`config.mk`:
```
export PLATFORM = sky130hd
export DESIGN_NAME = if_id_queue
export DESIGN_NICKNAME = d
export VERILOG_FILES = /design/src/rtl/if_id_queue.sv
export SDC_FILE = /design/constraint.sdc
export NUM_CORES = 1
export LEC_CHECK = 0
export CORE_AREA = 2 2 173 175
export CTS_CLUSTER_SIZE = 28
export DETAILED_ROUTE_END_ITERATION = 10
export DIE_AREA = 0 0 175 177
export PLACE_DENSITY = 0.77
export SETUP_SLACK_MARGIN = 0.2
export SYNTH_ARGS = -nofsm -noshare
export SYNTH_HDL_FRONTEND = slang
export SYNTH_SLANG_ARGS = --single-unit
```
`constraint.sdc`:
```
create_clock -name clk -period 14.4 [get_ports clk]
set_input_delay 2.88 -clock clk [delete_from_list [all_inputs] [get_ports clk]]
set_output_delay 2.88 -clock clk [all_outputs]
set_load 0.02 [all_outputs]
```
`src/rtl/if_id_queue.sv`:
```
// ============================================================================
// Module      : if_id_queue
// Description : IF/ID decoupling queue of DEPTH pre-decoded {PC, INST} entries
//               with valid/ready handshakes on both sides.
//               Optional macro IF_ID_QUEUE_BYPASS_EN: empty-queue fall-through.
// Revision    : 1.0 - initial release
// ============================================================================
`default_nettype none

module if_id_queue #(
    parameter int          DEPTH  = 4,
    parameter int          PC_W   = 32,
    parameter logic [4:0]  RA_REG = 5'd1
) (
    input  logic                       clk,
    input  logic                       rst,
    input  logic                       flush,
    input  logic                       in_valid,
    output logic                       in_ready,
    input  logic [PC_W-1:0]            in_pc,
    input  logic [31:0]                in_inst,
    output logic                       out_valid,
    input  logic                       out_ready,
    output logic [PC_W-1:0]            out_pc,
    output logic [31:0]                out_inst,
    output logic [11:0]                out_opcode,
    output logic [4:0]                 out_rs1,
    output logic [4:0]                 out_rs2,
    output logic [4:0]                 out_rd,
    output logic [$clog2(DEPTH+1)-1:0] count
);

    localparam int                  c_cnt_w    = $clog2(DEPTH + 1);
    localparam int                  c_ptr_w    = $clog2(DEPTH);
    localparam logic [c_cnt_w-1:0]  c_full     = c_cnt_w'(DEPTH);
    localparam logic [c_ptr_w-1:0]  c_last_ptr = c_ptr_w'(DEPTH - 1);

    logic [PC_W-1:0]    r_pc     [DEPTH];
    logic [31:0]        r_inst   [DEPTH];
    logic [11:0]        r_opcode [DEPTH];
    logic [4:0]         r_rs1    [DEPTH];
    logic [4:0]         r_rs2    [DEPTH];
    logic [4:0]         r_rd     [DEPTH];

    logic [c_ptr_w-1:0] r_wr_ptr;
    logic [c_ptr_w-1:0] r_rd_ptr;
    logic [c_cnt_w-1:0] r_count;

    logic [5:0]         w_op;
    logic [11:0]        w_dec_opcode;
    logic [4:0]         w_dec_rs1;
    logic [4:0]         w_dec_rs2;
    logic [4:0]         w_dec_rd;
    logic               w_empty;
    logic               w_full;
    logic               w_push;
    logic               w_pop;

    function automatic logic [c_ptr_w-1:0] f_next(input logic [c_ptr_w-1:0] p);
        return (p == c_last_ptr) ? '0 : p + 1'b1;
    endfunction

    // Pre-decode happens on the write side so the read path is pure storage.
    assign w_op = in_inst[31:26];

    always_comb begin
        w_dec_opcode = {w_op, (w_op == 6'd0) ? in_inst[5:0] : 6'd0};
        w_dec_rs2    = in_inst[20:16];
        w_dec_rs1    = (w_dec_opcode == 12'h000 || w_dec_opcode == 12'h002)
                       ? in_inst[20:16] : in_inst[25:21];
        if (w_op == 6'd0) begin
            w_dec_rd = in_inst[15:11];
        end else if (w_op == 6'h03) begin
            w_dec_rd = RA_REG;
        end else begin
            w_dec_rd = in_inst[20:16];
        end
    end

    assign w_empty  = (r_count == '0);
    assign w_full   = (r_count == c_full);
    assign in_ready = ~w_full;
    assign w_pop    = ~w_empty & out_ready & ~flush;
    assign count    = r_count;

`ifdef IF_ID_QUEUE_BYPASS_EN
    logic w_bypass;
    assign w_bypass = w_empty & in_valid & ~flush;
    // A bypassed instruction consumed in the same cycle is never stored.
    assign w_push   = in_valid & ~w_full & ~flush & ~(w_bypass & out_ready);
`else
    assign w_push   = in_valid & ~w_full & ~flush;
`endif

    always_ff @(posedge clk or posedge rst) begin
        if (rst) begin
            r_wr_ptr <= '0;
            r_rd_ptr <= '0;
            r_count  <= '0;
        end else if (flush) begin
            r_wr_ptr <= '0;
            r_rd_ptr <= '0;
            r_count  <= '0;
        end else begin
            if (w_push) begin
                r_wr_ptr <= f_next(r_wr_ptr);
            end
            if (w_pop) begin
                r_rd_ptr <= f_next(r_rd_ptr);
            end
            case ({w_push, w_pop})
                2'b10:   r_count <= r_count + 1'b1;
                2'b01:   r_count <= r_count - 1'b1;
                default: r_count <= r_count;
            endcase
        end
    end

    // Popped slots are zeroed so an empty queue presents an all-zero bubble.
    always_ff @(posedge clk or posedge rst) begin
        if (rst) begin
            for (int i = 0; i < DEPTH; i++) begin
                r_pc[i]     <= '0;
                r_inst[i]   <= '0;
                r_opcode[i] <= '0;
                r_rs1[i]    <= '0;
                r_rs2[i]    <= '0;
                r_rd[i]     <= '0;
            end
        end else if (flush) begin
            for (int i = 0; i < DEPTH; i++) begin
                r_pc[i]     <= '0;
                r_inst[i]   <= '0;
                r_opcode[i] <= '0;
                r_rs1[i]    <= '0;
                r_rs2[i]    <= '0;
                r_rd[i]     <= '0;
            end
        end else begin
            if (w_pop) begin
                r_pc[r_rd_ptr]     <= '0;
                r_inst[r_rd_ptr]   <= '0;
                r_opcode[r_rd_ptr] <= '0;
                r_rs1[r_rd_ptr]    <= '0;
                r_rs2[r_rd_ptr]    <= '0;
                r_rd[r_rd_ptr]     <= '0;
            end
            if (w_push) begin
                r_pc[r_wr_ptr]     <= in_pc;
                r_inst[r_wr_ptr]   <= in_inst;
                r_opcode[r_wr_ptr] <= w_dec_opcode;
                r_rs1[r_wr_ptr]    <= w_dec_rs1;
                r_rs2[r_wr_ptr]    <= w_dec_rs2;
                r_rd[r_wr_ptr]     <= w_dec_rd;
            end
        end
    end

`ifdef IF_ID_QUEUE_BYPASS_EN
    always_comb begin
        out_valid  = ~w_empty | w_bypass;
        out_pc     = r_pc[r_rd_ptr];
        out_inst   = r_inst[r_rd_ptr];
        out_opcode = r_opcode[r_rd_ptr];
        out_rs1    = r_rs1[r_rd_ptr];
        out_rs2    = r_rs2[r_rd_ptr];
        out_rd     = r_rd[r_rd_ptr];
        if (w_bypass) begin
            out_pc     = in_pc;
            out_inst   = in_inst;
            out_opcode = w_dec_opcode;
            out_rs1    = w_dec_rs1;
            out_rs2    = w_dec_rs2;
            out_rd     = w_dec_rd;
        end
    end
`else
    assign out_valid  = ~w_empty;
    assign out_pc     = r_pc[r_rd_ptr];
    assign out_inst   = r_inst[r_rd_ptr];
    assign out_opcode = r_opcode[r_rd_ptr];
    assign out_rs1    = r_rs1[r_rd_ptr];
    assign out_rs2    = r_rs2[r_rd_ptr];
    assign out_rd     = r_rd[r_rd_ptr];
`endif

endmodule

`default_nettype wire

```
==> impl_metrics.toml, run 1 <==
[timing]
setup_tns_ns = 0
final_max_slew_viol_count = 0
clock-skew-final_ns = 0.0135
tightestPinTransition_ns = 1.16
period_needed_ns = 6.61
hold_violations = 0
layout_worst_path_cycle_share_pct = 45.9
setup_repair_after_global_routing_missed_its_margin = "false"
final.setup.worst_slack_ns = 7.79
setup_violations = 0
holdWs_ns = 0.478
fmax_mhz = 151
slew_headroom_pct = 22.8

[drt]
drt-vias-per-instance = 6.67
m1WireLength_um = 17400
route.vias.total = 10950
dr.first_iter.drc_count = 1141
drt.antenna.violating_nets = 0
wl_met3_um = 3890
detailedRoute.firstPassIterationCount = 6
drt_wl_total_um = 42100
drt_drc_violations_left = 0
routed.top_layer = "met5"
dr_wl_met2_um = 19900
wl_per_cell_um = 25.6

[die]
row_count = 63
die_area_sq_um = 31000
placeableCoreArea_sq_um = 29200
start_util_pct = 54.1
number_of_i_o_pins = 165
fp.dieH_um = 177
fp.dieW_um = 175

[critical_path]
path_class = "reg -> out"
cp_data_arrival_time_ns = 3.73
cp_cell_sequence = "buf_4 > mux4_2 > clkdlybuf4s50_1"
startpoint_type = "flop"
end_kind = "output port"
critical_path_peak_fanout = 52
slowest_stage = "sky130_fd_sc_hd__dfrtp_4"
worst-endpoint-required_ns = 11.52
critPathTopFamily = "buffers and inverters"
timing.critical_path.slowest_cell_delay_ns = 1.11
critical_path_buf_inv_count = 2

[synthesis]
yosysSeqAreaShare_pct = 58.7
synth.largest_area_cell = "sky130_fd_sc_hd__dfrtp_1"
avgSynthCellArea_sq_um = 14.2
post-synth-top-area-fraction_pct = 58.7
post_synth_arst_share_pct = 100
synth_edf_count = 0
synth_cell_types = 44
syn-instance-count = 1114
yosys_most_used_dff = "sky130_fd_sc_hd__dfrtp_1"
postSynthNetCount = 1192
yosys-top-cells-area = "sky130_fd_sc_hd__dfrtp_1 (59%), sky130_fd_sc_hd__a22o_1 (16%), sky130_fd_sc_hd__mux4_2 (13%), sky130_fd_sc_hd__nand2_1 (2.0%), sky130_fd_sc_hd__o2bb2ai_1 (1.3%)"
post_synth_instance_area_sq_um = 15800
yosysWarnings = 0
synth.ff_latch_count = 371

[place]
place_worst_setup_slack_ns = 8.25
port_buffers = 164
hpwlAfterDp_um = 24500
final_weighted_congestion_of_routability_driven_global_placement = 0.821

[clock_tree]
cts_resized = 0
clkSinkCount = 371
htree_levels = 2
cts_tree = "done"
cts_hold_buffers = 0
cts.reportedPaths.clkPinSlew_ns = 0.06
cts_root_buf = "sky130_fd_sc_hd__clkbuf_16"
postCtsSetupRepairBufs = 0
cts-buffers-inserted = 39
cts_max_path_buffers = 3
worstSkewPairLatency_ns = 0.53

[worst_hold_path]
holdCritPathClass = "reg -> reg"

[finish]
most_frequent_standard_cell_in_the_layout_excluding_fill_and_tap_cells = "sky130_fd_sc_hd__dfrtp_1"
layout-area-overhead-vs-synth_pct = 19.3
layout.cells.most_common_list = "sky130_fd_sc_hd__dfrtp_1 (369), sky130_fd_sc_hd__a22o_1 (281), sky130_fd_sc_hd__clkdlybuf4s50_1 (163)"
finalCoreUtilization_pct = 64.6
drive_above_1_share_pct = 14.5
nets_finish = 1301

[grt]
grt_antenna_before_repair = 3
grt_pass1_vias = 11626
all_layer_gr_usage_pct = 28.1
grt_start_max_net_pins = 169
grt_overflow = 0
global_route_wire_length_before_repair_um = 67800

[power_and_ir_drop]
leakage_power_nw = 8.35
ir_drop_mv = 0.0901
power-per-cell-area_nw_per_um2 = 152
total_power_w = 0.00286

[outcome]
outcome = "finished, final reports clean"

[run]
maxCapViolCount = 0
final cells by class:
cell class | count | area [sq um]
flip-flops and latches | 371 | 9290
repair buffers | 178 | 1750
clock buffers | 57 | 1130
inverters | 6 | 30.0
well taps | 390 | 488
clock inverters | 12 | 128
fillers | 2105 | 10400
multi-input cells | 627 | 6060
diodes | 1 | 2.50
logic make-up after synthesis:
kind of cell | after synthesis | share of synthesized area (%)
xor+xnor | 2 | 0.111
simple gates | 135 | 4.01
mux | 99 | 13.5
buf+inv | 116 | 3.43
compound gates | 382 | 19.6
fa+ha+maj | 9 | 0.759
flops | 371 | 58.7
flip-flops by register name (all words and copies together) (netlist names):
| name | count |
|---|---|
| r_inst | 128 |
| r_pc | 128 |
| r_opcode | 48 |
| r_rd | 20 |
| r_rs1 | 20 |
| r_rs2 | 20 |
| count | 3 |
| r_rd_ptr | 2 |
| r_wr_ptr | 2 |
cell usage after synthesis (3+ instances only):
| library cell | instances |
|---|---|
| sky130_fd_sc_hd__ha_1 | 8 |
| sky130_fd_sc_hd__buf_4 | 11 |
| sky130_fd_sc_hd__buf_6 | 3 |
| sky130_fd_sc_hd__mux2i_1 | 7 |
| sky130_fd_sc_hd__nor2b_1 | 6 |
| sky130_fd_sc_hd__nor3_1 | 4 |
| sky130_fd_sc_hd__and3b_1 | 4 |
| sky130_fd_sc_hd__nand2_1 | 86 |
| sky130_fd_sc_hd__clkbuf_1 | 51 |
| sky130_fd_sc_hd__a21oi_1 | 26 |
| sky130_fd_sc_hd__o21ai_0 | 40 |
| sky130_fd_sc_hd__nor2_1 | 9 |
| sky130_fd_sc_hd__o2bb2ai_1 | 23 |
| sky130_fd_sc_hd__nand2b_1 | 10 |
| sky130_fd_sc_hd__buf_1 | 10 |
| sky130_fd_sc_hd__mux4_2 | 91 |
| sky130_fd_sc_hd__and2_1 | 5 |
| sky130_fd_sc_hd__a22o_1 | 281 |
| sky130_fd_sc_hd__inv_1 | 6 |
| sky130_fd_sc_hd__dfrtp_1 | 371 |
| sky130_fd_sc_hd__buf_2 | 35 |
routing by layer:
metal	global-route usage [%]	vias to the layer above
met1	39.9	5799
li1	-	4521
met3	7.20	69
met4	7.92	4
met2	43.8	557
met5	0	-
worst min-delay path: stages (launching register included):
cell	delay, ns
sky130_fd_sc_hd__dfrtp_1	0.34
sky130_fd_sc_hd__nand2_1	0.04
sky130_fd_sc_hd__o21ai_0	0.06
worst paths after layout:
check	slack, ns	cells after the start	startpoint	to
max in group asynchronous	9.98	3	rst	r_inst[4]
min	0.48	2	r_opcode[10]	r_opcode[10]
min reg2reg	0.48	2	r_opcode[10]	r_opcode[10]
min in group asynchronous	2.96	2	rst	r_pc[70]
max	7.79	3	r_rd_ptr[0]	out_rd[1]
max reg2reg	10.70	7	r_rd_ptr[0]	r_pc[107]
stage by stage:
stage	std cells	cell area (sq um)
5_1_grt	1641	18900
6_report	1642	18900
4_1_cts	1641	18900
3_5_place_dp	1572	17600
3_3_place_gp	1572	17600
2_1_floorplan	1114	15800
report_power, final:
| part | total [W] | switching (W) | internal, W |
|---|---|---|---|
| clock | 0.000995 | 0.000411 | 0.000584 |
| sequential | 0.00122 | 0.0000948 | 0.00112 |
| combinational | 0.000649 | 0.000352 | 0.000297 |
Note: power is estimated with default switching activity, not from simulation.
==> run 2: changes to the inputs <==
- clock period: 14.4 -> 6.47 ns (I/O delays scaled with it)
==> run 2 against run 1 <==
  * Non-clock buffer count is 2 higher
  * Clock skew fell by 0.0050 ns
  * Via count is 0.15% lower
  * Global-route usage down 1.1 points
  * Sequential power increased by 120%
==> impl_metrics.toml, run 2 (synthesized netlist as in run 1, its figures left out) <==
[clock_tree]
cts_tree = "done"
worstSkewPairLatency_ns = 0.53
cts_max_path_buffers = 3
clkSinkCount = 371
cts-buffers-inserted = 40
postCtsSetupRepairBufs = 0
htree_levels = 2
cts_resized = 0
cts_root_buf = "sky130_fd_sc_hd__clkbuf_16"
cts.reportedPaths.clkPinSlew_ns = 0.05
cts_hold_buffers = 0

[worst_hold_path]
holdCritPathClass = "reg -> reg"

[timing]
hold_violations = 0
fmax_mhz = 220
layout_worst_path_cycle_share_pct = 70.2
clock-skew-final_ns = 0.00849
final.setup.worst_slack_ns = 1.93
setup_violations = 0
tightestPinTransition_ns = 1.04
setup_repair_after_global_routing_missed_its_margin = "false"
slew_headroom_pct = 30.4
period_needed_ns = 4.54
setup_tns_ns = 0
final_max_slew_viol_count = 0

[place]
placed_cell_area_sq_um = 17700
port_buffers = 164
place_worst_setup_slack_ns = 2.41
hpwlAfterDp_um = 23400
final_weighted_congestion_of_routability_driven_global_placement = 0.773

[die]
placeableCoreArea_sq_um = 29200
fp.dieW_um = 175
row_count = 63
number_of_i_o_pins = 165
die_area_sq_um = 31000
start_util_pct = 54.1
fp.dieH_um = 177

[grt]
grt_antenna_before_repair = 1
global_route_wire_length_before_repair_um = 65100
grt_start_max_net_pins = 187
grt_overflow = 0
grt_pass1_vias = 11379
all_layer_gr_usage_pct = 27.0

[finish]
layout.cells.most_common_list = "sky130_fd_sc_hd__dfrtp_1 (369), sky130_fd_sc_hd__a22o_1 (281), sky130_fd_sc_hd__clkdlybuf4s50_1 (163)"
layout-area-overhead-vs-synth_pct = 19.5
nets_finish = 1304
n_antenna_cell = 0
most_frequent_standard_cell_in_the_layout_excluding_fill_and_tap_cells = "sky130_fd_sc_hd__dfrtp_1"
finalCoreUtilization_pct = 64.7
reg_top3 = "r_inst (128), r_pc (128), r_opcode (48)"
drive_above_1_share_pct = 14.5
fin_area_sq_um = 18900

[drt]
route.vias.total = 10934
detailedRoute.firstPassIterationCount = 5
drt_wl_total_um = 40800
drt_drc_violations_left = 0
wl_per_cell_um = 24.9
drt-vias-per-instance = 6.67
dr.first_iter.drc_count = 954
drt.antenna.violating_nets = 0

[critical_path]
worst-endpoint-required_ns = 5.18
cp_data_arrival_time_ns = 3.25
critical_path_peak_fanout = 52
startpoint_type = "flop"
cp_cell_sequence = "buf_12 > mux4_2 > clkdlybuf4s50_1"
timing.critical_path.slowest_cell_delay_ns = 1.01
end_kind = "output port"
path_class = "reg -> out"
slowest_stage = "sky130_fd_sc_hd__dfrtp_4"

[power_and_ir_drop]
leakage_power_nw = 8.36
ir_drop_mv = 0.207
power-per-cell-area_nw_per_um2 = 336

[outcome]
outcome = "finished, final reports clean"

[run]
maxCapViolCount = 0
-- run 2: through the flow --
step	power, W	hold slack, ns	instances
global placement	0.00418	0.457	1574
global route	0.00661	0.502	1639
floorplan	0.00364	0.445	1114
CTS	0.00640	0.481	1639
finish	0.00635	0.479	1639
detailed placement	0.00420	0.469	1574
-- run 2: worst paths after layout --
kind                              start      endpoint  slack [ns]  cells after the start
max                         r_rd_ptr[0]   out_inst[0]        1.93                      3
min in group asynchronous           rst     r_pc[105]        1.29                      2
min reg2reg                r_opcode[10]  r_opcode[10]        0.48                      2
min                        r_opcode[10]  r_opcode[10]        0.48                      2
max in group asynchronous           rst   r_opcode[9]        3.75                      3
max reg2reg                 r_rd_ptr[0]   r_inst[100]        2.97                      7
-- run 2: final cells by class --
| type | count | area [sq um] |
|---|---|---|
| Multi-Input combinational cell | 627 | 6060 |
| Timing Repair Buffer | 180 | 1820 |
| Sequential cell | 371 | 9290 |
| Tap cell | 390 | 488 |
| Fill cell | 2112 | 10300 |
| Clock inverter | 12 | 113 |
| Clock buffer | 53 | 1120 |
| Inverter | 6 | 26.3 |
-- run 2: where the power goes --
part	internal, W	total (W)	leakage (nW)	switching (W)
combinational	0.000671	0.00148	2.63	0.000811
sequential	0.00250	0.00268	5.12	0.000181
clock	0.00129	0.00219	0.613	0.000898
-- run 2: critical path: cells and delay by family (launching register included) --
family	cells	cell delay, ns
flops	1	1.01
buf+inv	2	1.01
mux	1	0.59
-- run 2: metal layers --
| metal | vias to the layer above | part of all wire, % | track usage (%) |
|---|---|---|---|
| met4 | 2 | 2.5 | 8.19 |
| met1 | 5827 | 43 | 40.1 |
| met3 | 77 | 7.2 | 4.34 |
| li1 | 4531 | - | - |
| met5 | - | 0.032 | 0 |
| met2 | 497 | 47 | 41.9 |
